File: src/rtl/aw_snoop_pkg.sv
// Shared types and constants for the AW write-snoop flush gate.
package aw_snoop_pkg;

    typedef enum logic [1:0] {
        IDLE    = 2'd0,
        CHECK   = 2'd1,
        FLUSH   = 2'd2,
        FORWARD = 2'd3
    } state_e;

    localparam int ERR_WDOG     = 0;
    localparam int ERR_SPUR_ACK = 1;
    localparam int ERR_BITS     = 3;
    localparam int STAT_WIDTH   = 16;

    // Number of streams hit by one AW; NUM_STREAMS never exceeds 16.
    function automatic logic [4:0] count_ones(input logic [STAT_WIDTH-1:0] v);
        logic [4:0] n;
        n = '0;
        for (int i = 0; i < STAT_WIDTH; i++) begin
            n = n + {4'b0000, v[i]};
        end
        return n;
    endfunction

    function automatic logic [STAT_WIDTH-1:0] sat_add(input logic [STAT_WIDTH-1:0] a,
                                                      input logic [4:0]            b);
        logic [STAT_WIDTH:0] sum;
        sum = {1'b0, a} + {{(STAT_WIDTH - 4){1'b0}}, b};
        return sum[STAT_WIDTH] ? '1 : sum[STAT_WIDTH-1:0];
    endfunction

endpackage

File: src/rtl/aw_snoop_flush_if.sv
// AXI write-address channel subset (valid/ready/addr/id) used on both sides of the gate.
interface aw_snoop_flush_if #(
    parameter int ADDR_BITS = 16,
    parameter int TID_WIDTH = 8
);
    logic                 valid;
    logic                 ready;
    logic [ADDR_BITS-1:0] addr;
    logic [TID_WIDTH-1:0] id;

    modport master (output valid, output addr, output id, input  ready);
    modport slave  (input  valid, input  addr, input  id, output ready);
endinterface

File: src/rtl/aw_window_match.sv
// Inclusive address-window compare for one prefetch stream; lo > hi is an empty window.
module aw_window_match #(
    parameter int ADDR_BITS = 16
) (
    input  logic                 active,
    input  logic [ADDR_BITS-1:0] lo,
    input  logic [ADDR_BITS-1:0] hi,
    input  logic [ADDR_BITS-1:0] addr,
    output logic                 hit
);
    assign hit = active && (lo <= addr) && (addr <= hi);
endmodule

File: src/rtl/aw_snoop_flush.sv
// Write-snoop gate: holds one AW, flushes every prefetch stream whose window it hits, then forwards it.
// Optional AW_SNOOP_STATS_EN adds saturating flushed-stream and forwarded-AW counters.
module aw_snoop_flush
    import aw_snoop_pkg::*;
#(
    parameter int ADDR_BITS     = 16,
    parameter int TID_WIDTH     = 8,
    parameter int NUM_STREAMS   = 4,
    parameter int WATCHDOG_SIZE = 10
) (
    input  logic                             clk,
    input  logic                             rst,
    aw_snoop_flush_if.slave                  s_aw,
    aw_snoop_flush_if.master                 m_aw,
    input  logic [NUM_STREAMS-1:0]           str_active,
    input  logic [NUM_STREAMS*ADDR_BITS-1:0] str_lo,
    input  logic [NUM_STREAMS*ADDR_BITS-1:0] str_hi,
    output logic [NUM_STREAMS-1:0]           flush_req,
    input  logic [NUM_STREAMS-1:0]           flush_ack,
    input  logic [WATCHDOG_SIZE-1:0]         watchdogCnt,
    output logic [ERR_BITS-1:0]              errorCode
`ifdef AW_SNOOP_STATS_EN
    ,
    output logic [STAT_WIDTH-1:0]            stat_flush_cnt,
    output logic [STAT_WIDTH-1:0]            stat_aw_cnt
`endif
);

    state_e                   state, next_state;
    logic                     ready_q;
    logic [ADDR_BITS-1:0]     addr_q;
    logic [TID_WIDTH-1:0]     id_q;
    logic [NUM_STREAMS-1:0]   pending, pending_d;
    logic [WATCHDOG_SIZE-1:0] wdog, wdog_d;
    logic [ERR_BITS-1:0]      err_q, err_d;
    logic                     capture;
    logic [NUM_STREAMS-1:0]   hit;

    for (genvar k = 0; k < NUM_STREAMS; k++) begin : g_match
        aw_window_match #(
            .ADDR_BITS (ADDR_BITS)
        ) u_match (
            .active (str_active[k]),
            .lo     (str_lo[k*ADDR_BITS +: ADDR_BITS]),
            .hi     (str_hi[k*ADDR_BITS +: ADDR_BITS]),
            .addr   (addr_q),
            .hit    (hit[k])
        );
    end

    // NOTE: every variable gets a default before the case so no path leaves one unassigned (no latches).
    always_comb begin
        next_state = state;
        pending_d  = pending;
        wdog_d     = wdog;
        err_d      = err_q;
        capture    = 1'b0;

        unique case (state)
            IDLE: begin
                if (s_aw.valid && ready_q) begin
                    capture    = 1'b1;
                    next_state = CHECK;
                end
            end
            CHECK: begin
                pending_d  = hit;
                next_state = (|hit) ? FLUSH : FORWARD;
            end
            FLUSH: begin
                if (|(flush_ack & ~pending)) begin
                    err_d[ERR_SPUR_ACK] = 1'b1;
                end
                pending_d = pending & ~flush_ack;
                wdog_d    = wdog + WATCHDOG_SIZE'(1);
                // A final ack landing on the expiry cycle completes normally, without a watchdog error.
                if (pending_d == '0) begin
                    next_state = FORWARD;
                end else if ((watchdogCnt != '0) && (wdog_d == watchdogCnt)) begin
                    err_d[ERR_WDOG] = 1'b1;
                    pending_d       = '0;
                    next_state      = FORWARD;
                end
            end
            FORWARD: begin
                if (m_aw.ready) begin
                    wdog_d     = '0;
                    next_state = IDLE;
                end
            end
            default: next_state = IDLE;
        endcase
    end

    // NOTE: sequential state uses non-blocking assignments so all flops update from pre-edge values.
    always_ff @(posedge clk) begin
        if (rst) begin
            state   <= IDLE;
            ready_q <= 1'b0;
            addr_q  <= '0;
            id_q    <= '0;
            pending <= '0;
            wdog    <= '0;
            err_q   <= '0;
        end else begin
            state   <= next_state;
            ready_q <= (next_state == IDLE);
            pending <= pending_d;
            wdog    <= wdog_d;
            err_q   <= err_d;
            if (capture) begin
                addr_q <= s_aw.addr;
                id_q   <= s_aw.id;
            end
        end
    end

    assign s_aw.ready = ready_q;
    assign m_aw.valid = (state == FORWARD);
    assign m_aw.addr  = addr_q;
    assign m_aw.id    = id_q;
    assign flush_req  = pending;
    assign errorCode  = err_q;

`ifdef AW_SNOOP_STATS_EN
    always_ff @(posedge clk) begin
        if (rst) begin
            stat_flush_cnt <= '0;
            stat_aw_cnt    <= '0;
        end else begin
            if (state == CHECK) begin
                stat_flush_cnt <= sat_add(stat_flush_cnt, count_ones(STAT_WIDTH'(hit)));
            end
            if ((state == FORWARD) && m_aw.ready) begin
                stat_aw_cnt <= sat_add(stat_aw_cnt, 5'd1);
            end
        end
    end
`endif

endmodule

File: src/flat_wrapper.sv
// flat-port wrapper written by rule: the top's interface ports become plain ports
module aw_snoop_flush_flat import aw_snoop_pkg::*;
#(
    parameter int ADDR_BITS     = 16,
    parameter int TID_WIDTH     = 8,
    parameter int NUM_STREAMS   = 4,
    parameter int WATCHDOG_SIZE = 10
)
  (clk, rst, str_active, str_lo, str_hi, flush_req, flush_ack, watchdogCnt, errorCode, s_aw_valid, s_aw_addr, s_aw_id, s_aw_ready, m_aw_valid, m_aw_addr, m_aw_id, m_aw_ready);
  aw_snoop_flush_if #(.ADDR_BITS(ADDR_BITS), .TID_WIDTH(TID_WIDTH)) s_aw_i ();
  aw_snoop_flush_if #(.ADDR_BITS(ADDR_BITS), .TID_WIDTH(TID_WIDTH)) m_aw_i ();
  input  logic clk;
  input  logic rst;
  input  logic [NUM_STREAMS-1:0] str_active;
  input  logic [NUM_STREAMS*ADDR_BITS-1:0] str_lo;
  input  logic [NUM_STREAMS*ADDR_BITS-1:0] str_hi;
  output logic [NUM_STREAMS-1:0] flush_req;
  input  logic [NUM_STREAMS-1:0] flush_ack;
  input  logic [WATCHDOG_SIZE-1:0] watchdogCnt;
  output logic [ERR_BITS-1:0] errorCode;
  input wire logic [$bits(s_aw_i.valid)-1:0] s_aw_valid;
  input wire logic [$bits(s_aw_i.addr)-1:0] s_aw_addr;
  input wire logic [$bits(s_aw_i.id)-1:0] s_aw_id;
  output wire logic [$bits(s_aw_i.ready)-1:0] s_aw_ready;
  output wire logic [$bits(m_aw_i.valid)-1:0] m_aw_valid;
  output wire logic [$bits(m_aw_i.addr)-1:0] m_aw_addr;
  output wire logic [$bits(m_aw_i.id)-1:0] m_aw_id;
  input wire logic [$bits(m_aw_i.ready)-1:0] m_aw_ready;
  assign s_aw_i.valid = s_aw_valid;
  assign s_aw_i.addr = s_aw_addr;
  assign s_aw_i.id = s_aw_id;
  assign s_aw_ready = s_aw_i.ready;
  assign m_aw_valid = m_aw_i.valid;
  assign m_aw_addr = m_aw_i.addr;
  assign m_aw_id = m_aw_i.id;
  assign m_aw_i.ready = m_aw_ready;
  aw_snoop_flush #(.ADDR_BITS(ADDR_BITS), .TID_WIDTH(TID_WIDTH), .NUM_STREAMS(NUM_STREAMS), .WATCHDOG_SIZE(WATCHDOG_SIZE)) u_core (.clk(clk), .rst(rst), .s_aw(s_aw_i), .m_aw(m_aw_i), .str_active(str_active), .str_lo(str_lo), .str_hi(str_hi), .flush_req(flush_req), .flush_ack(flush_ack), .watchdogCnt(watchdogCnt), .errorCode(errorCode));
endmodule
File: config.mk
export PLATFORM = sky130hd
export DESIGN_NAME = aw_snoop_flush_flat
export DESIGN_NICKNAME = d
export VERILOG_FILES = /design/src/rtl/aw_snoop_pkg.sv /design/src/rtl/aw_snoop_flush_if.sv /design/src/rtl/aw_window_match.sv /design/src/rtl/aw_snoop_flush.sv /design/src/flat_wrapper.sv
export SDC_FILE = /design/constraint.sdc
export NUM_CORES = 1
export LEC_CHECK = 0
export CAP_MARGIN = 20
export CORE_ASPECT_RATIO = 0.8
export CORE_MARGIN = 2
export CORE_UTILIZATION = 41
export DETAILED_ROUTE_END_ITERATION = 8
export PLACE_DENSITY = 0.88
export SYNTH_ARGS = -nofsm -noshare
export SYNTH_HDL_FRONTEND = slang
export SYNTH_HIERARCHICAL = 1
export SYNTH_SLANG_ARGS = --single-unit
File: constraint.sdc
create_clock -name clk -period 2.4 [get_ports clk]
set_input_delay 0.24 -clock clk [delete_from_list [all_inputs] [get_ports clk]]
set_output_delay 0.24 -clock clk [all_outputs]
set_load 0.05 [all_outputs]
==> results.cfg <==
[detailed_routing]
ant_nets = 0
wirelength_um = 20400
route.detailed.drc = 0
routedWlPerCell_um = 17.7
vias = 6348
vias_per_cell = 5.50
drtIter0Drc = 397
first_pass_iters = 5

[floorplan]
coreArea_um2 = 12900
die_area_um2 = 14300
dieHeight_um = 107
fp.dieW_um = 133
rows = 37
ioPinCount = 207
start_util = 0.423

[final_layout]
drive_above_1_share = 0.156
antennaDiodeCount = 0
fin_nets = 1287
syn_to_final_growth_pct = 62.4

[global_route]
antenna_found_initial = 0
grt_usage = 0.275
grt_max_degree = 28
grt-ovfl-total = 0
grt_pass1_vias = 6324
grt_pass1_wl_um = 31300

[hold_path]
hp-class = flop to flop

[cts]
cts_inserted_buffers = 5
cts_max_level = 2
cts_tree = done
root_buffer = clkbuf_16
clk_latency_ps = 270
cts.sinks = 43
clockBufferDepth = 2
clk_pin_slew_ps = 60

[worst_setup_path]
start_kind = flop
cp_max_fo = 6
worst-setup-path-type = flop to flop
required_ps = 2550
crit_path_end_kind = flop
arrival_ps = 2940

[status]
failed_checks = negative setup slack
status = complete, but fails checks

[timing]
slew_headroom = 0.577
tightest_slew_ps = 635
setup_viol_count_final = 6
tns_ps = -1450
finalCriticalPeriod_ps = 2790
rsz0062_at_grt = yes
post-route-period-util = 1.16
finalHoldViolations = 0
setup_ws_ps = -391
fmax_mhz = 358
hold_ws_ps = 454
report.final.slew_viol_count = 0
clock-skew-final_ps = 3.28

[synth]
yosysUniqueCellTypes = 57
synth-edff-count = 0
ys_seq_area_frac = 0.157
synth_compound_area_frac = 0.199
synthFlopType = dfxtp_1
syn_nets = 1026
synthAdderAreaFrac = 0.307
syn_inst = 718
syn-cell-area_um2 = 5470
ys_ff_latch = 43
avgSynthCellArea_um2 = 7.61
synthXorXnorAreaFrac = 0.0208
synth_top_family_by_area = adder cells
synth.area.mux_share = 0.00183
synth-simple-area-share = 0.198
ys_warn_count = 6
async_reset_ff_frac = 0

[placement]
dp_hpwl_um = 15700
portBuffers = 205
place_congestion = 0.970

[job]
cap_viol_max_count = 0

[power]
leakagePower_nw = 3.81
p_per_area_nw_per_um2 = 463
ir_drop_mv = 0.329
[metrics by stage]
stage / instances / area [um^2] / power [mW] / utilization / setup WS, ps
3_5_place_dp: 1141 / 8270 / 3.24 / 0.640 / -773
5_1_grt: 1154 / 8880 / 4.39 / 0.687 / -492
6_report: 1154 / 8880 / 4.11 / 0.687 / -391
3_3_place_gp: 1141 / 8270 / 3.16 / 0.640 / -626
2_1_floorplan: 718 / 5580 / 2.21 / - / -12.8
4_1_cts: 1152 / 8720 / 4.00 / 0.675 / -256
[repair_timing]
item | CTS | global route
hold buffers | 0 | 0
endpoints found under the setup margin | 6 | 6
hold endpoints to repair | 0 | 0
gates resized for setup | 35 | 20
pin swaps | 5 | 34
setup buffers | 4 | 5
[flip-flops by register name, summed over array words and instances (netlist names)]
register	flops
u_core/flush_req	4
u_core/s_aw.ready	1
u_core/state	2
u_core/errorCode	2
u_core/m_aw.id	8
u_core/m_aw.addr	16
u_core/wdog	10
[path summary, 6_finish.rpt]
check / startpoint / to / slack, ps / cells past startpoint
setup / recovery: u_core/m_aw.addr[14] / u_core/state[0] / -390 / 12
hold / removal: u_core/m_aw.id[0] / u_core/m_aw.id[0] / 450 / 2
setup reg to reg: u_core/m_aw.addr[14] / u_core/state[0] / -390 / 12
hold reg to reg: u_core/m_aw.id[0] / u_core/m_aw.id[0] / 450 / 2
[cell usage after synthesis, types with 3 or more instances]
library cell	instances	area (um^2)
nor2b_1	16	100
a21o_1	18	135
ha_1	134	1680
or4_4	4	45.0
nand4_1	30	188
clkbuf_1	11	41.3
a21oi_1	69	345
xor2_1	3	26.3
o21ai_0	4	20.0
dfxtp_1	43	861
o211ai_1	8	60.1
inv_1	138	518
nand2_1	71	267
xnor2_1	10	87.6
a31oi_1	5	31.3
and2_1	5	31.3
a221oi_1	4	35.0
buf_2	4	20.0
and3_1	5	31.3
nor3_1	10	50.1
a311oi_1	7	61.3
a22o_1	4	35.0
nand3_1	24	120
nor2_1	24	90.1
a221oi_2	4	60.1
a221o_1	4	40.0
a211o_1	8	70.1
a21boi_0	4	30.0
nor4_1	3	18.8
and4_1	5	43.8
buf_6	3	33.8
a211oi_1	6	45.0
[placed cells by master, fill, tap and decap left out, drive strengths merged, types with 5 or more instances in the layout]
cell type        n
nand2           71
a311oi           7
a211o            8
nor2            24
and2             5
a31oi            5
nand4           30
nand3           25
a221oi           8
clkdlybuf4s50  204
buf             70
nor3            11
nor2b           16
xnor2           10
clkbuf           7
a21oi           69
a211oi           6
and3             6
a21o            18
dfxtp           43
o211ai           8
ha             134
inv            138
and4             5
[where the power goes]
part,switching [mW],internal (mW)
Clock,0.251,0.380
Combinational,1.30,1.22
Sequential,0.143,0.814
Total,1.69,2.42
[cells by family (layout without fill, tap and decap cells)]
logic type,Yosys count,in the layout
xor+xnor,13,13
mux,1,1
simple gates,208,208
flops,43,43
other cells,1,1
compound gates,159,159
buf+inv,159,420
fa+ha+maj,134,134
[metal layers]
| layer | global-route usage | up-vias | wire length, um |
|---|---|---|---|
| met4 | 0.109 | 0 | 797 |
| met3 | 0.0400 | 58 | 1220 |
| li1 | - | 3045 | - |
| met5 | 0 | - | 0 |
| met2 | 0.483 | 254 | 9690 |
| met1 | 0.341 | 2991 | 8680 |
[worst max-delay path, cell delays in order (launching register included)]
cell and delay, ps:
dfxtp_4 370, buf_12 150, ha_4 250, a21oi_2 160, nand2_2 90, a211o_1 270
or4_4 530, a221oi_4 320, nor4_4 60, a21oi_1 150, o21ai_1 90, a31oi_1 150
a311oi_1 60
[final cells by class]
| class | instances | area, um^2 |
|---|---|---|
| Clock buffer | 7 | 133 |
| Fill cell | 963 | 4040 |
| Inverter | 138 | 518 |
| Multi-Input combinational cell | 516 | 4460 |
| Sequential cell | 43 | 912 |
| Tap cell | 175 | 219 |
| Timing Repair Buffer | 275 | 2640 |
Power figures use the tool's default switching activity.
